<file path="src/rtl/led_ctrl_multi.sv">
// led_ctrl_multi: multi-channel LED controller with shared prescaler and per-channel OFF/ON/BLINK/PWM modes
module led_ctrl_multi #(
    parameter int NUM_CH     = 4,
    parameter int PRESCALE   = 50000,
    parameter int PERIOD_W   = 8,
    parameter int DEF_PERIOD = 255
) (
    input  logic                                       clk,
    input  logic                                       rst,
    input  logic                                       sync,
    input  logic                                       wr_en,
    input  logic [(NUM_CH > 1 ? $clog2(NUM_CH) : 1)-1:0] wr_ch,
    input  logic [1:0]                                 wr_mode,
    input  logic [PERIOD_W-1:0]                        wr_period,
    input  logic [PERIOD_W-1:0]                        wr_duty,
    output logic                                       tick,
    output logic [NUM_CH-1:0]                          led
);
    localparam int PW = PRESCALE > 1 ? $clog2(PRESCALE) : 1;

    typedef enum logic [1:0] {M_OFF, M_ON, M_BLINK, M_PWM} mode_t;

    logic [PW-1:0] pcnt;
    logic          pwrap;

    assign pwrap = pcnt == PW'(PRESCALE - 1);
    // sync restarts the prescaler, so its tick is swallowed that cycle
    assign tick  = ~rst & ~sync & pwrap;

    // prescaler: 0..PRESCALE-1, restarted by reset or sync
    always_ff @(posedge clk) begin
        pcnt <= (rst || sync || pwrap) ? '0 : pcnt + 1'b1;
    end

    for (genvar i = 0; i < NUM_CH; i++) begin : g_ch
        mode_t               mode;
        logic [PERIOD_W-1:0] period;
        logic [PERIOD_W-1:0] duty;
        logic [PERIOD_W-1:0] cnt;
        logic                led_q;
        logic                led_nxt;
        logic                sel;
        logic                wrap;

        assign sel    = wr_en && (32'(wr_ch) == i);
        assign wrap   = cnt == period;
        assign led[i] = led_q;

        // steady-state LED value for the current mode
        always_comb begin
            led_nxt = mode == M_ON    ? 1'b1 :
                      mode == M_BLINK ? ((tick && wrap) ? ~led_q : led_q) :
                      mode == M_PWM   ? (cnt < duty) : 1'b0;
        end

        // channel config and counter; a write to this channel beats sync and tick
        always_ff @(posedge clk) begin
            if (rst) begin
                mode   <= M_OFF;
                period <= PERIOD_W'(DEF_PERIOD);
                duty   <= '0;
                cnt    <= '0;
                led_q  <= 1'b0;
            end else if (sel) begin
                mode   <= mode_t'(wr_mode);
                period <= wr_period;
                duty   <= wr_duty;
                cnt    <= '0;
                led_q  <= 1'b0;
            end else begin
                cnt    <= sync ? '0 : tick ? (wrap ? '0 : cnt + 1'b1) : cnt;
                led_q  <= (sync && mode == M_BLINK) ? 1'b0 : led_nxt;
            end
        end
    end
endmodule
</file>
<file path="config.mk">
export PLATFORM = sky130hd
export DESIGN_NAME = led_ctrl_multi
export DESIGN_NICKNAME = d
export VERILOG_FILES = /design/src/rtl/led_ctrl_multi.sv
export SDC_FILE = /design/constraint.sdc
export NUM_CORES = 1
export LEC_CHECK = 0
export BUFFER_PORTS_ARGS = -buffer_cell sky130_fd_sc_hd__buf_2
export CAP_MARGIN = 40
export CORE_ASPECT_RATIO = 0.8
export CORE_UTILIZATION = 50
export DETAILED_ROUTE_END_ITERATION = 10
export PLACE_DENSITY = 0.67
export SLEW_MARGIN = 25
export SYNTH_ARGS = -nofsm -noshare
export SYNTH_HDL_FRONTEND = slang
export SYNTH_SLANG_ARGS = --single-unit
</file>
<file path="constraint.sdc">
create_clock -name clk -period 2.25 [get_ports clk]
set_input_delay 0.3375 -clock clk [delete_from_list [all_inputs] [get_ports clk]]
set_output_delay 0.3375 -clock clk [all_outputs]
set_load 0.005 [all_outputs]
</file>
==> results.tsv, run 1 <==
stage	metric	value	unit
synthesis	Mean Syn Cell Area	8.15	µm²
cells_and_area	fin nets	862	
setup_path	critical path endpoint category	output port	
setup_path	Critical path origin	pcnt[11]$_SDFF_PP0_	
die	FP Rows	36	
setup_path	WS Path Type	register to output port	
sta	hold slack final	193	ps
die	area of the core	12300	µm²
global_routing	initial antenna violation count	0	
die	# IOs	29	
placed_design	dpl cell area	6640	µm²
setup_path	reg2reg setup slack	80	ps
cells_and_area	post-route cell area	7330	µm²
pwr	Max rail drop VDD	0.532	mV
synthesis	post-synthesis cell type with the largest combined area	dfxtp_1	
synthesis	synthesis-stage register bit count	124	
sta	Peak Freq	444	MHz
sta	worst setup margin	-3.90	ps
route	Via density	5.63	
clocking	clk slew on worst S/H paths	50	ps
placed_design	post-DP HPWL	11300	µm
clocking	clk root buf	clkbuf_16	
route	WL final	16400	µm
pwr	P_leak	2.72	nW
sta	skew final	4.63	ps
clocking	cts hold-fix bufs	0	
sta	max-slew violation count	0	
sta	worst rel slew slack	0.578	
sta	period utilization	1.00	
sta	worst-margin pin slew	633	ps
flow_run	total of max-cap violations	0	
cells_and_area	Fill cells	1105	
sta	Fin. Hold Viols	0	
clocking	CTS tree	done	
route	DR WL/cell	16.6	µm
placed_design	input/output buffers	28	
global_routing	vias in the first global route	5241	
synthesis	Ys Warns	0	
synthesis	asr flop ratio synth	0	
sta	RSZ-0062 raised after global routing	true	
route	initial drt markers	503	
placed_design	routability cong.	0.849	
route	drc violations	0	
run_status	failing checks	negative setup slack	
synthesis	synthesized cell area	6320	µm²
setup_path	critical path cell sequence	or4_4 -> nor4_4 -> nand2_2 -> clkinv_4 -> buf_6	
die	Die Area	13100	µm²
route	routed via count	5558	
clocking	# clock sinks	124	
synthesis	Syn Inst Count	775	
setup_path	Crit path largest cell delay	550	ps
synthesis	prevailing post-synth register cell	dfxtp_1	
global_routing	total grt overflow	0	
synthesis	Synth area leaders	dfxtp_1, nand2_1, xnor2_1	
global_routing	largest net degree at the start of global routing	72	
route	post-route ant nets	0	
synthesis	Seq/Total Area, Yosys	0.393	
setup_path	Reg-to-Reg Start	pcnt[11]$_SDFF_PP0_	
run_status	status	complete, but fails checks	
route	Pre-antenna DRT Iters	5	
sta	Setup violations, final	1	
synthesis	EDFF count, synth	0	
cells_and_area	layout cells sized above 1	0.136	
setup_path	startpoint types	register	
clocking	Worst-Skew Late Latency	420	ps
cells_and_area	Area Growth Syn to Fin	16.0	%
setup_path	WP data arrival	1920	ps
setup_path	Buffers & Inverters on Critical Path	2	
setup_path	Critical Path Fanout Max	2	
synthesis	Synth top area share	0.393	
global_routing	GR Util All Layers	0.264	
min_path	Hold Startpoint	rst	
synthesis	Synth cell types	45	
setup_path	CP required	1910	ps
die	Die Wd	128	µm
pwr	pwr dens	744	nW/µm²
setup_path	highest-delay cell along the critical path	or4_4	
setup_path	delay-heaviest family, CP	simple AND/OR/NAND/NOR gates	
min_path	Min-Delay Path Class	input port to register	
global_routing	first-pass GRT wire length	26100	µm
clocking	Num CTS Buffers	17	
clocking	CTS Buffer Depth	2	
die	Starting Density	0.516	
die	Die Ht	103	µm
placed_design	pre-CTS setup slack	121	ps
cells_and_area	Final Util	0.598	
synthesis	Post-Syn Nets	832	
sta	minimum clock period after layout	2250	ps
cells_and_area	diode count	0	
clocking	H-tree Lvls	4	
[kinds of logic after synthesis]
family	synth area share
buffers and inverters	0.0519
XOR/XNOR	0.0804
AO/OA/AOI/OAI	0.108
flip-flops	0.393
adder cells (fa/ha/maj)	0.0653
AND/OR/NAND/NOR	0.301
[state kept, by name, indices dropped and copies added, names as in the netlist]
register,flops
g_ch.cnt,32
g_ch.duty,32
g_ch.led_q,4
g_ch.mode,8
g_ch.period,32
pcnt,16
[power by group]
part           internal [mW]  switching (mW)
combinational          0.126           0.200
sequential              2.25          0.0370
clock                   1.87           0.962
[synthesized netlist by cell type (11+ instances only)]
library cell,number
or3_1,11
dfxtp_1,124
nand2_1,171
o21ai_0,15
o21ai_1,13
nand4_1,22
a21oi_1,52
nor2_1,36
a32oi_1,14
and3_1,18
nand3_1,27
ha_1,33
nand3b_1,43
inv_1,30
clkbuf_1,36
xnor2_1,50
[metal layers]
layer,vias up,global-route usage,share of wire
met5,-,0,0
met4,0,0.135,0.026
met3,31,0.0550,0.076
met2,212,0.410,0.44
met1,2601,0.352,0.46
li1,2714,-,-
[what timing repair did]
item,4_1_cts,5_1_grt
gates resized for setup,9,1
buffers inserted,5,2
pin swaps,3,3
endpoints found under the setup margin,1,4
[stage by stage]
stage	power, mW	instances	TNS, ps
after floorplan	2.53	775	0
after global placement	2.65	951	0
after detailed placement	2.66	951	0
after CTS	5.48	987	-14.1
after global routing	5.63	988	-63.3
final	5.45	988	-3.90
[path summary, 6_finish.rpt]
check / to / cells after the start
worst max-delay path: tick / 5
worst max register to register: g_ch[3].cnt[3]$_SDFFE_PP0N_ / 7
worst min register to register: pcnt[0]$_SDFF_PP0_ / 1
worst min-delay path: g_ch[3].mode[0]$_SDFFE_PP0P_ / 2
[worst register-to-register path, delay by kind of cell, from the launching register on]
family | cells | cell delay [ps]
and+or+nand+nor | 3 | 990
AOI/OAI and AO/OA | 2 | 400
buffers and inverters | 2 | 350
DFF | 1 | 310
[layout by cell type (no fill, tap or decap), drive strengths merged, types with 7 or more instances in the layout]
cell type  count
a21oi         52
a32oi         15
and3          19
buf           56
clkbuf        24
dfxtp        124
ha            33
inv           30
nand2        172
nand3         27
nand3b        43
nand4         22
nor2          36
nor3           7
nor3b          9
o21ai         30
or3           11
xnor2         50
xor2           8
[layout make-up]
type,instances,area [µm²],share of cell area
Clock buffer,24,502,0.0685
Timing Repair Buffer,56,369,0.0504
Clock inverter,7,110,0.0150
Sequential cell,124,2490,0.339
Tap cell,171,214,0.0292
Multi-Input combinational cell,575,3520,0.481
Inverter,31,121,0.0166
Note: power is estimated with default switching activity, not from simulation.
==> inputs of run 2 (changes only) <==
Settings changed: PLACE_DENSITY 0.67 to 0.7.
==> results.tsv, run 2 (synthesis results as in run 1) <==
stage	metric	value	unit	change
sta	period utilization	0.996		-0.00587
route	drc violations	0		unchanged
route	Via density	5.59		-0.68%
global_routing	GR Util All Layers	0.257		-0.00752
placed_design	Post-Place Cells	951		unchanged
sta	skew final	6.90	ps	+2.27 ps
global_routing	first-pass GRT wire length	25300	µm	-3.1%
min_path	Min-Delay Path Class	input port to register		
route	post-route ant nets	0		unchanged
clocking	cts hold-fix bufs	0		unchanged
setup_path	CP required	1910	ps	about the same
route	initial drt markers	558		+11%
cells_and_area	Fill cells	1092		-1.2%
global_routing	largest net degree at the start of global routing	70		-2.8%
die	Starting Density	0.516		unchanged
clocking	Worst-Skew Late Latency	420	ps	about the same
route	DR WL/cell	16.3	µm	-1.8%
sta	Fin. Hold Viols	0		unchanged
setup_path	WS Path Type	register to output port		
cells_and_area	Final Util	0.597		-0.000715
sta	Setup TNS	0	ps	+3.90 ps
cells_and_area	post-route cell area	7320	µm²	-0.12%
flow_run	total of max-cap violations	0		unchanged
die	area of the core	12300	µm²	unchanged
pwr	Flop pwr share	0.420		about the same
setup_path	WP data arrival	1900	ps	-20 ps
cells_and_area	fin nets	861		-0.12%
run_status	status	complete, no violations		
die	Die Area	13100	µm²	unchanged
setup_path	Critical Path Fanout Max	3		+1
die	Die Wd	128	µm	unchanged
clocking	CTS tree	done		
clocking	clk slew on worst S/H paths	60	ps	about the same
die	# IOs	29		unchanged
pwr	Pint	4.23	mW	-0.55%
placed_design	routability cong.	0.825		-2.9%
route	Pre-antenna DRT Iters	5		unchanged
pwr	Sw Pwr	1.22	mW	+2.1%
placed_design	input/output buffers	28		unchanged
pwr	clock share of power	0.521		about the same
die	FP Rows	36		unchanged
global_routing	vias in the first global route	5030		-4.0%
sta	Peak Freq	446	MHz	+0.59%
cells_and_area	commonest cells after routing, fill and taps aside	nand2_1, dfxtp_1, a21oi_1		
die	Die Ht	103	µm	unchanged
cells_and_area	most common cell after layout, fill and taps aside	nand2_1		
cells_and_area	Area Growth Syn to Fin	15.8	%	
route	routed via count	5520		-0.68%
clocking	# clock sinks	124		unchanged
placed_design	post-DP HPWL	11100	µm	-2.2%
pwr	pwr dens	746	nW/µm²	+0.14%
sta	max-slew violation count	0		unchanged
global_routing	total grt overflow	0		unchanged
global_routing	initial antenna violation count	0		unchanged
cells_and_area	layout cells sized above 1	0.138		+0.00245
cells_and_area	diode count	0		unchanged
clocking	Num CTS Buffers	17		unchanged
clocking	H-tree Lvls	4		unchanged
sta	minimum clock period after layout	2240	ps	-13.2 ps
sta	Setup violations, final	0		-1
sta	worst-margin pin slew	617	ps	-16.0 ps
placed_design	dpl cell area	6630	µm²	-0.19%
pwr	Max rail drop VDD	0.608	mV	+14%
clocking	CTS Buffer Depth	2		unchanged
sta	RSZ-0062 raised after global routing	true		
cells_and_area	fin cells	988		unchanged
setup_path	startpoint types	register		
route	WL final	16100	µm	-1.8%
setup_path	critical path endpoint category	output port		
pwr	combinational power share	0.059		about the same
pwr	sw frac	0.224		+0.00452
pwr	P_leak	2.71	nW	-0.56%
sta	worst rel slew slack	0.587		+0.00915
cells_and_area	Largest regs	g_ch.cnt: 32 flops, g_ch.duty: 32 flops, g_ch.period: 32 flops		
clocking	clk root buf	clkbuf_16		
==> run 2: final cells by class <==
class / instances / area, µm² / share of cell area
multi-input combinational: 575 / 3520 / 0.481
sequential: 124 / 2490 / 0.340
clock buffer: 22 / 484 / 0.0662
timing repair buffer: 55 / 349 / 0.0477
tap: 171 / 214 / 0.0292
clock inverter: 10 / 138 / 0.0188
inverter: 31 / 121 / 0.0166
==> run 2: worst paths after layout <==
| check | startpoint | to | slack, ps | cells past startpoint |
|---|---|---|---|---|
| worst max-delay path | pcnt[11]$_SDFF_PP0_ | tick | 9 | 5 |
| worst min-delay path | rst | g_ch[3].duty[1]$_SDFFE_PP0P_ | 210 | 2 |
| worst max register to register | pcnt[11]$_SDFF_PP0_ | g_ch[3].cnt[3]$_SDFFE_PP0N_ | 120 | 7 |
| worst min register to register | pcnt[0]$_SDFF_PP0_ | pcnt[0]$_SDFF_PP0_ | 440 | 1 |
==> run 2: what timing repair did <==
item | CTS | global route
pin swaps | 4 | 2
resized for setup | 10 | 1
cloned | 0 | 0
hold endpoints to repair | 0 | 0
buffers inserted | 5 | 0
endpoints found under the setup margin | 1 | 1
==> run 2: routing by layer <==
metal  track usage  share of wire  vias to the layer above
li1              -              -                     2725
met1         0.345           0.47                     2602
met2         0.397           0.44                      166
met3        0.0649          0.070                       27
met4         0.105          0.021                        0
met5             0              0                        -
==> run 2: per-stage QoR <==
step	power, mW	setup WS (ps)	hold slack [ps]
after global routing	5.63	-41.3	213
after floorplan	2.53	170	413
final	5.46	9.30	205
after global placement	2.64	154	424
after detailed placement	2.65	117	436
after CTS	5.49	-11.1	190
==> run 2: worst max-delay path, cell delays in order (launching register included) <==
cell	delay (ps)
dfxtp_2	330
or4_4	540
nor4_4	330
nand2_2	120
clkinv_4	80
buf_6	90
==> run 2: power groups by stage <==
| stage | combinational [mW] | clock (mW) | sequential, mW |
|---|---|---|---|
| global route | 0.356 | 2.97 | 2.30 |
| finish | 0.323 | 2.84 | 2.29 |
| detailed placement | 0.316 | 0 | 2.34 |
| floorplan | 0.202 | 0 | 2.33 |
| CTS | 0.319 | 2.88 | 2.29 |
| global placement | 0.305 | 0 | 2.34 |
